==> src/rtl/uart_tx_fifo.sv <==
// uart_tx_fifo: configurable UART transmitter (width, parity, stop bits, bit order, baud)
// fed by a small write FIFO; bit timing comes from an internal divider on clk_i.
module uart_tx_fifo #(
    parameter int DATA_W     = 8,
    parameter int BAUD_DIV   = 16,
    parameter int PARITY     = 0,
    parameter int STOP_BITS  = 1,
    parameter int MSB_FIRST  = 0,
    parameter int FIFO_DEPTH = 4
) (
    input  logic              clk_i,
    input  logic              rst_i,
    input  logic [DATA_W-1:0] data_i,
    input  logic              wr_i,
    output logic              full_o,
    output logic              empty_o,
    output logic              overflow_o,
    output logic              busy_o,
    output logic              TxD_o
);
    localparam int BW = $clog2(BAUD_DIV);
    localparam int IW = $clog2(DATA_W + 1);
    localparam int AW = $clog2(FIFO_DEPTH);
    localparam int CW = AW + 1;
    localparam logic [BW-1:0] BAUD_LAST = BW'(BAUD_DIV - 1);
    localparam logic [IW-1:0] BIT_LAST  = IW'(DATA_W - 1);
    localparam logic [CW-1:0] FULL_CNT  = CW'(FIFO_DEPTH);
    localparam logic          STOP_LAST = 1'(STOP_BITS - 1);
    localparam logic          ODD       = (PARITY == 2);

    typedef enum logic [2:0] {S_IDLE, S_START, S_DATA, S_PAR, S_STOP} state_t;

    logic [DATA_W-1:0] mem_q [FIFO_DEPTH];
    logic [AW-1:0]     wptr_q, rptr_q;
    logic [CW-1:0]     cnt_q, cnt_d;
    logic              full_q, empty_q, ovf_q;
    logic              push, load;

    // A full FIFO never accepts, even when a pop happens on the same edge.
    assign push  = wr_i && !full_q;
    assign cnt_d = cnt_q + CW'(push) - CW'(load);

    always_ff @(posedge clk_i) begin
        if (push) mem_q[wptr_q] <= data_i;
    end

    always_ff @(posedge clk_i) begin
        if (rst_i) begin
            wptr_q  <= '0;
            rptr_q  <= '0;
            cnt_q   <= '0;
            full_q  <= 1'b0;
            empty_q <= 1'b1;
            ovf_q   <= 1'b0;
        end else begin
            wptr_q  <= wptr_q + AW'(push);
            rptr_q  <= rptr_q + AW'(load);
            cnt_q   <= cnt_d;
            full_q  <= cnt_d == FULL_CNT;
            empty_q <= cnt_d == '0;
            ovf_q   <= wr_i && full_q;
        end
    end

    state_t            state_q, state_d;
    logic [BW-1:0]     baud_q, baud_d;
    logic [IW-1:0]     idx_q, idx_d;
    logic              stop_q, stop_d;
    logic [DATA_W-1:0] sh_q, sh_d, head;
    logic              par_q, par_d, txd_q, txd_d, wrap;

    assign head = mem_q[rptr_q];
    assign wrap = baud_q == BAUD_LAST;

    always_comb begin
        state_d = state_q;
        baud_d  = (state_q == S_IDLE || wrap) ? '0 : baud_q + 1'b1;
        idx_d   = idx_q;
        stop_d  = stop_q;
        sh_d    = sh_q;
        par_d   = par_q;
        load    = 1'b0;
        case (state_q)
            S_IDLE:  load = !empty_q;
            S_START: if (wrap) begin
                state_d = S_DATA;
                idx_d   = '0;
            end
            S_DATA: if (wrap) begin
                sh_d  = (MSB_FIRST != 0) ? sh_q << 1 : sh_q >> 1;
                idx_d = idx_q + 1'b1;
                if (idx_q == BIT_LAST) begin
                    state_d = (PARITY != 0) ? S_PAR : S_STOP;
                    stop_d  = 1'b0;
                end
            end
            S_PAR: if (wrap) begin
                state_d = S_STOP;
                stop_d  = 1'b0;
            end
            S_STOP: if (wrap) begin
                stop_d = 1'b1;
                if (stop_q == STOP_LAST) begin
                    state_d = S_IDLE;
                    load    = !empty_q;
                end
            end
            default: state_d = S_IDLE;
        endcase
        // Popping overrides the IDLE transition so back-to-back frames have no gap.
        if (load) begin
            state_d = S_START;
            sh_d    = head;
            par_d   = ^head ^ ODD;
            baud_d  = '0;
        end
        txd_d = state_d == S_START ? 1'b0 :
                state_d == S_DATA  ? ((MSB_FIRST != 0) ? sh_d[DATA_W-1] : sh_d[0]) :
                state_d == S_PAR   ? par_d : 1'b1;
    end

    always_ff @(posedge clk_i) begin
        if (rst_i) begin
            state_q <= S_IDLE;
            baud_q  <= '0;
            idx_q   <= '0;
            stop_q  <= 1'b0;
            sh_q    <= '0;
            par_q   <= 1'b0;
            txd_q   <= 1'b1;
        end else begin
            state_q <= state_d;
            baud_q  <= baud_d;
            idx_q   <= idx_d;
            stop_q  <= stop_d;
            sh_q    <= sh_d;
            par_q   <= par_d;
            txd_q   <= txd_d;
        end
    end

    assign full_o     = full_q;
    assign empty_o    = empty_q;
    assign overflow_o = ovf_q;
    assign busy_o     = state_q != S_IDLE;
    assign TxD_o      = txd_q;
endmodule

==> config.mk <==
export PLATFORM = sky130hd
export DESIGN_NAME = uart_tx_fifo
export DESIGN_NICKNAME = d
export VERILOG_FILES = /design/src/rtl/uart_tx_fifo.sv
export SDC_FILE = /design/constraint.sdc
export NUM_CORES = 1
export LEC_CHECK = 0
export ABC_AREA = 1
export CAP_MARGIN = 30
export CORE_MARGIN = 2
export CORE_UTILIZATION = 34
export CTS_BUF_LIST = sky130_fd_sc_hd__clkbuf_4 sky130_fd_sc_hd__clkbuf_8
export DETAILED_ROUTE_END_ITERATION = 12
export SYNTH_ARGS = -nofsm -noshare
export SYNTH_HDL_FRONTEND = slang
export SYNTH_SLANG_ARGS = --single-unit
==> constraint.sdc <==
create_clock -name clk_i -period 6.6 [get_ports clk_i]
set_input_delay 1.32 -clock clk_i [delete_from_list [all_inputs] [get_ports clk_i]]
set_output_delay 1.32 -clock clk_i [all_outputs]
set_load 0.01 [all_outputs]
Word-level counts from Yosys, hierarchy flattened:

Memories as Yosys holds them, arrays and structs flattened. A register that Yosys moved wholly into a read port is not among the register bits.
Index checks and enable logic that the tools add are counted.

* flip-flop bits (word level): 32
* RAM bits: 32
* output and inout bits: 5
* memories kept: 1

* add/sub/neg operators: 6
* equality and inequality tests: 15
* mux-type cells: 29
* reductions and logical operators: 17

Memory list
* mem_q: depth 4, width 8, rd ports 1, clocked after memory_dff 1, wr ports 1, line 33 `logic [DATA_W-1:0] mem_q [FIFO_DEPTH];`

Operator list (count)
* $mux W8: 3
* $mux W3: 7
* $pmux W3 S5: 1
* $eq A3 B2 Y1 const B: 4
* $mux W1: 12
* $ne A2 B2 Y1 const B: 5
* $add A4 B1 Y4 const B: 2
* $mux W4: 2
* $pmux W4 S2: 1
* $reduce_xor A8 Y1: 1
* $eq A3 B1 Y1 const B: 2
* $eq A3 B3 Y1 const B: 2
* $logic_not A3 Y1: 2
* $reduce_bool A2 Y1: 3
* $reduce_bool A3 Y1: 2
* $reduce_and A5 Y1: 1
* $add A2 B1 Y2: 2
* $eq A4 B3 Y1 const B: 1
* $eq A4 B4 Y1 const B: 1
* $add A3 B1 Y3: 1
* $pmux W1 S3: 1
* $reduce_and A3 Y1: 1
* $reduce_or A3 Y1: 1
* $sub A3 B1 Y3: 1
* other kinds (6): 8

Depth between registers and ports, before layout:

Gate-level depths: netlist (run 1).

* depth in word-level cells: 9
* gate-level depth with buffers: 15

Worst setup path before layout (run 1):

Ideal clock, no wire load.

* kind: input port to flip-flop
* from: input port wr_i
* to: register full_q (netlist: full_o)
* setup time: 0.064 ns
* arrival: 2.707 ns
* setup slack: 3.829 ns
* cell stages on the path: 11
* cells stage by stage: inv_1 -> nor2_1 -> inv_1 -> ha_1 -> inv_1 -> ha_1 -> inv_1 -> fa_1 -> xnor2_1 -> nand2_1 -> nor2_1

* word-level cells in the longest chain between the ends: 4

RTL lines
* start, declared: line 14 `input logic wr_i,`
* $logic_and A1 B1 Y1: line 40 `assign push = wr_i && !full_q;`
* $add A3 B1 Y3: line 41 `assign cnt_d = cnt_q + CW'(push) - CW'(load);`
* $sub A3 B1 Y3: line 41
* $eq A3 B3 Y1: line 59 `full_q <= cnt_d == FULL_CNT;`
* end signal, assigned: line 52 `full_q <= 1'b0;`
* end signal, assigned: line 59
* end, declared: line 36 `logic full_q, empty_q, ovf_q;`

Every way passes these cells.
A chain may end at the register's enable or synchronous reset.

Final worst setup path (run 1):

Same ends and word-level chain as after synthesis.

==> impl_metrics.ini, run 1 <==
[setup_path]
critical_path_class = in -> reg
rrSetupSlack_ns = 4.10
cp_slowest_cell = clkdlybuf4s50_1
crit_top_cell = inv_1
required_ns = 6.87
reg2regPathDepth = 13
cp_max_fo = 5
slowest_delay_ns = 0.48
path_cells = clkdlybuf4s50_1 -> inv_1 -> nor2_1 -> inv_1 -> ha_1 -> inv_1 -> ha_1 -> inv_1 -> fa_1 -> xnor2_1 -> nand2_1 -> nor2_1
endpoint_kind = register
start_kind = input pin
crit_arrival_ns = 3.33

[pwr]
total_power_w = 0.00130
comb_power_share_pct = 35.5
cellLeakagePower_nw = 1.40
ir_worst_vdd_mv = 0.167
p_sw_w = 0.000483
swShare_pct = 37.1
seqPwrFrac_pct = 41.5
p_int_w = 0.000821
clock_power_share_pct = 23.0
pwr_density_cell_nw_per_um2 = 395

[logic_synthesis]
seq_area_frac_synth_pct = 55.7
synth-async-reset-ratio_pct = 0
netlist_top_cells_area = edfxtp_1, dfxtp_1, nand2_1
netlist_area_um2 = 2880
ys.flop_type = edfxtp_1
synth_nets = 348
synth_seq_cells = 64
ys_warn_count = 0
synth_area_per_cell_um2 = 8.72
synth_edf_count = 32
synth_cell_type_count = 33
netlist_instances = 330
synth_top_area_share_pct = 33.4
yosysTopAreaCell = edfxtp_1

[finish]
multi_input_area_um2 = 1080
seqCellArea_um2 = 1600
stdcell_area_um2 = 3300
antenna_cells = 0
areaGrowthSynthToFinish_pct = 14.7
layout_common_cells = nand2_1, dfxtp_1, edfxtp_1
fin_util_pct = 40.2
final_common_cell = nand2_1
fill_cells = 824
drive_gt1_share_pct = 11.7
nets = 371

[global_routing]
grt_pass1_vias = 1989
grt_max_degree = 23
grt_usage_pct = 12.9
antenna_found_initial = 0
overflow = 0
grt_pass1_wl_um = 8960

[sta]
setup_tns_ns = 0
setup_viol = 0
layout_min_cycle_time_ns = 3.06
finalCritPeriodShare_pct = 46.4
relSlewSlack_pct = 44.1
rsz0062_at_grt = false
slew_violations = 0
holdWs_ns = 0.454
clock_skew_ns = 0.0113
fmax_ghz = 0.327
hold_viol = 0
worstMarginPinSlew_ns = 0.836

[clock_tree]
cts_buffer_depth = 2
root_buffer = clkbuf_8
cts_tree = built
cts_setup_buffers = 0
htree_levels = 3
clk_pin_slew_ns = 0.07
cts.repair.resized = 0
numCtsBuffers = 9
cts_hold_buf = 0
clock_latency_ns = 0.33
clock_sinks = 64

[place]
placed_cell_area_um2 = 3120
dp_hpwl_um = 3810
port_buffers = 15
place_congestion = 0.773

[floorplanning]
die_y_um = 96
die_area_um2 = 9220
core-area_um2 = 8220
die_w_um = 96
start_util_pct = 35.0
ios = 16
rows = 33

[outcome]
status = finished, final reports clean

[route]
wl_per_cell_um = 11.4
num_vias = 2120
drc = 0
drt-total-wl_um = 5290
drt_first_pass_iters = 5
viasPerCell = 4.58
drt_iter0_markers = 54
drtAntennaViolNets = 0

[flow_run]
max-cap-violations = 0

[hold_path]
hold_path_depth = 1
holdCritPathClass = reg -> reg
worst max-delay path, delay by kind of cell:
family,cells,cell delay (ns)
and+or+nand+nor,3,0.30
buffers and inverters,5,0.74
adders and majority gates,3,0.78
xor gates and xnor gates,1,0.20
Yosys cell counts, types with 2 or more instances:
cell and number:
nand2_2 4, dfxtp_1 32, nand2_1 122, clkbuf_1 2
a221oi_1 3, nand3_2 3, xnor2_1 4, inv_2 8
o21ai_0 5, nor3_1 4, edfxtp_1 32, nor2_1 28
a31oi_1 3, nand3_1 23, buf_6 2, a21oi_1 7
buf_2 2, inv_1 25, ha_1 6, nand4_1 2
metrics by stage:
step | worst slack, ns | instances
after floorplan | 3.83 | 330
final | 3.54 | 463
after CTS | 3.55 | 462
after global routing | 3.36 | 463
after global placement | 3.22 | 443
after detailed placement | 3.20 | 446
per-layer routing:
metal	vias to the layer above	share of wire [%]	GRT usage, %
li1	1114	-	-
met1	963	48	16.3
met2	33	46	20.3
met3	10	3.5	4.07
met4	0	2.2	5.48
met5	-	0	0
path summary, 6_finish.rpt:
kind	startpoint	end
setup reg to reg	baud_q[0]	full_o
setup / recovery	wr_i	full_o
hold reg to reg	baud_q[0]	baud_q[0]
hold / removal	baud_q[0]	baud_q[0]
power by group through the flow:
stage / Sequential, W / Combinational, W / Clock, W
4_1_cts: 0.000542 / 0.000470 / 0.000310
3_3_place_gp: 0.000549 / 0.000452 / 0
5_1_grt: 0.000550 / 0.000544 / 0.000328
3_5_place_dp: 0.000550 / 0.000468 / 0
6_report: 0.000541 / 0.000463 / 0.000300
2_1_floorplan: 0.000526 / 0.000388 / 0
layout make-up:
class,count,share of cell area [%]
flip-flops and latches,64,48.5
multi-input cells,224,32.7
repair buffers,19,5.16
clock buffers,13,4.85
inverters,35,4.28
well taps,105,3.98
clock inverters,3,0.493
cell families (layout without fill, tap and decap cells):
family | after synthesis | after routing | share of synthesized area, %
AO/OA/AOI/OAI | 21 | 21 | 4.65
XOR/XNOR | 5 | 5 | 1.52
adder cells (fa/ha/maj) | 7 | 7 | 3.30
buffers and inverters | 42 | 70 | 6.83
flip-flops | 64 | 64 | 55.7
AND/OR/NAND/NOR | 191 | 191 | 28.0
registers in the layout, indices dropped and copies added (netlist names):
name and flops:
idx_q 4, cnt_q 3, state_q 3, TxD_o 1
baud_q 4, par_q 1, overflow_o 1, full_o 1
rptr_q 2, sh_q 8, empty_o 1, mem_q 32
stop_q 1, wptr_q 2
(Power assumes the default switching activity.)
==> run 2: changes to the inputs <==
==> constraint.sdc (replaced) <==
create_clock -name clk_i -period 2.68 [get_ports clk_i]
set_input_delay 0.536 -clock clk_i [delete_from_list [all_inputs] [get_ports clk_i]]
set_output_delay 0.536 -clock clk_i [all_outputs]
set_load 0.01 [all_outputs]
==> impl_metrics.ini, run 2 (synthesis results as in run 1) <==
[finish]
nets = 374
drive_gt1_share_pct = 12.5
areaGrowthSynthToFinish_pct = 16.7
final_common_cell = nand2_1
largest_reg_flops = 32
stdcell_area_um2 = 3360
layout_common_cells = nand2_1, dfxtp_1, edfxtp_1
fin_util_pct = 40.9
top_regs = mem_q x32, sh_q x8
regMostFlops = mem_q
antenna_cells = 0
fill_cells = 807

[sta]
setup_tns_ns = 0
slew_violations = 0
hold_viol = 0
setup_viol = 0
clock_skew_ns = 0.0120
layout_min_cycle_time_ns = 2.42
rsz0062_at_grt = false
finalCritPeriodShare_pct = 90.1
worstMarginPinSlew_ns = 0.721
holdWs_ns = 0.451
relSlewSlack_pct = 51.9
fmax_ghz = 0.414

[route]
drt-total-wl_um = 5160
drc = 0
drt_iter0_markers = 95
drt_first_pass_iters = 5
wl_per_cell_um = 11.1
num_vias = 2120
viasPerCell = 4.55
drtAntennaViolNets = 0

[place]
placed_cell_area_um2 = 3160
dp_hpwl_um = 3620
place_congestion = 0.809
port_buffers = 15

[clock_tree]
cts_hold_buf = 0
numCtsBuffers = 9
htree_levels = 3
cts_setup_buffers = 0
cts_buffer_depth = 2
clock_latency_ns = 0.35
cts_tree = built
clk_pin_slew_ns = 0.08
root_buffer = clkbuf_8
cts.repair.resized = 0
clock_sinks = 64

[setup_path]
start_kind = register
required_ns = 2.98
critPathTopFamily = adder cells
cp.buffers_inverters = 2
critical_path_class = reg -> reg
crit_top_cell = ha_1
cp_max_fo = 10
slowest_delay_ns = 0.37
path_cells = ha_1 -> nand2_1 -> nor2_4 -> nand3_1 -> o21ai_4 -> ha_1 -> inv_1 -> ha_1 -> inv_1 -> fa_1 -> xnor2_1 -> nand2_1 -> nor2_1
endpoint_kind = register
crit_arrival_ns = 2.71
cp_slowest_cell = fa_1

[global_routing]
grt_pass1_wl_um = 8670
antenna_found_initial = 0
grt_usage_pct = 12.8
grt_max_degree = 22
grt_pass1_vias = 1871
overflow = 0

[floorplanning]
rows = 33
ios = 16
die_w_um = 96
start_util_pct = 35.0
die_y_um = 96
core-area_um2 = 8220
die_area_um2 = 9220

[pwr]
cellLeakagePower_nw = 1.41
p_sw_w = 0.00122
seqPwrFrac_pct = 39.7
clock_power_share_pct = 25.2
ir_worst_vdd_mv = 0.393
comb_power_share_pct = 35.0
swShare_pct = 36.8
p_int_w = 0.00209
pwr_density_cell_nw_per_um2 = 985
total_power_w = 0.00331

[outcome]
status = finished, final reports clean

[flow_run]
max-cap-violations = 0

[hold_path]
holdCritPathClass = reg -> reg
==> run 2: cell count changes in the layout (fill, tap and decap cells not counted) <==
| cell | previous run | this run |
|---|---|---|
| clkbuf_4 | 3 | 1 |
| clkinv_4 | 0 | 2 |
| inv_6 | 0 | 1 |
| buf_2 | 4 | 0 |
| clkinvlp_4 | 0 | 1 |
| inv_4 | 2 | 1 |
| clkinv_2 | 2 | 1 |
| clkbuf_8 | 10 | 9 |
| bufinv_16 | 0 | 1 |
| buf_4 | 0 | 7 |
==> run 2: metrics by stage <==
stage	setup slack, ns	cells
after floorplan	0.452	330
after global placement	0.123	450
after detailed placement	0.0825	450
after CTS	0.235	466
after global routing	0.0546	466
final	0.265	466
==> run 2: power by group through the flow <==
stage / combinational (W) / clock (W) / sequential (W)
finish: 0.00116 / 0.000834 / 0.00131
global route: 0.00135 / 0.000906 / 0.00134
CTS: 0.00118 / 0.000855 / 0.00132
detailed placement: 0.00118 / 0 / 0.00134
global placement: 0.00116 / 0 / 0.00133
floorplan: 0.000954 / 0 / 0.00130
==> run 2: path summary, 6_finish.rpt <==
kind          endpoint  slack [ns]  cells past startpoint      start
max reg2reg     full_o        0.26                     13  baud_q[0]
min          baud_q[0]        0.45                      1  baud_q[0]
max             full_o        0.26                     13  baud_q[0]
min reg2reg  baud_q[0]        0.45                      1  baud_q[0]
==> run 2: metal layers <==
layer	track usage (%)	wire length (um)	share of wire (%)
met2	19.7	2460	48
met3	2.58	139	2.7
met4	9.29	138	2.7
met5	0	0	0
met1	15.8	2430	47
==> run 2: area by class of cell <==
type	instances	area [um2]	share of cell area, %
Tap cell	105	131	3.91
Multi-Input combinational cell	224	1080	32.2
Clock buffer	10	131	3.91
Inverter	35	141	4.21
Timing Repair Buffer	22	203	6.04
Sequential cell	64	1600	47.7
Clock inverter	6	68.8	2.05
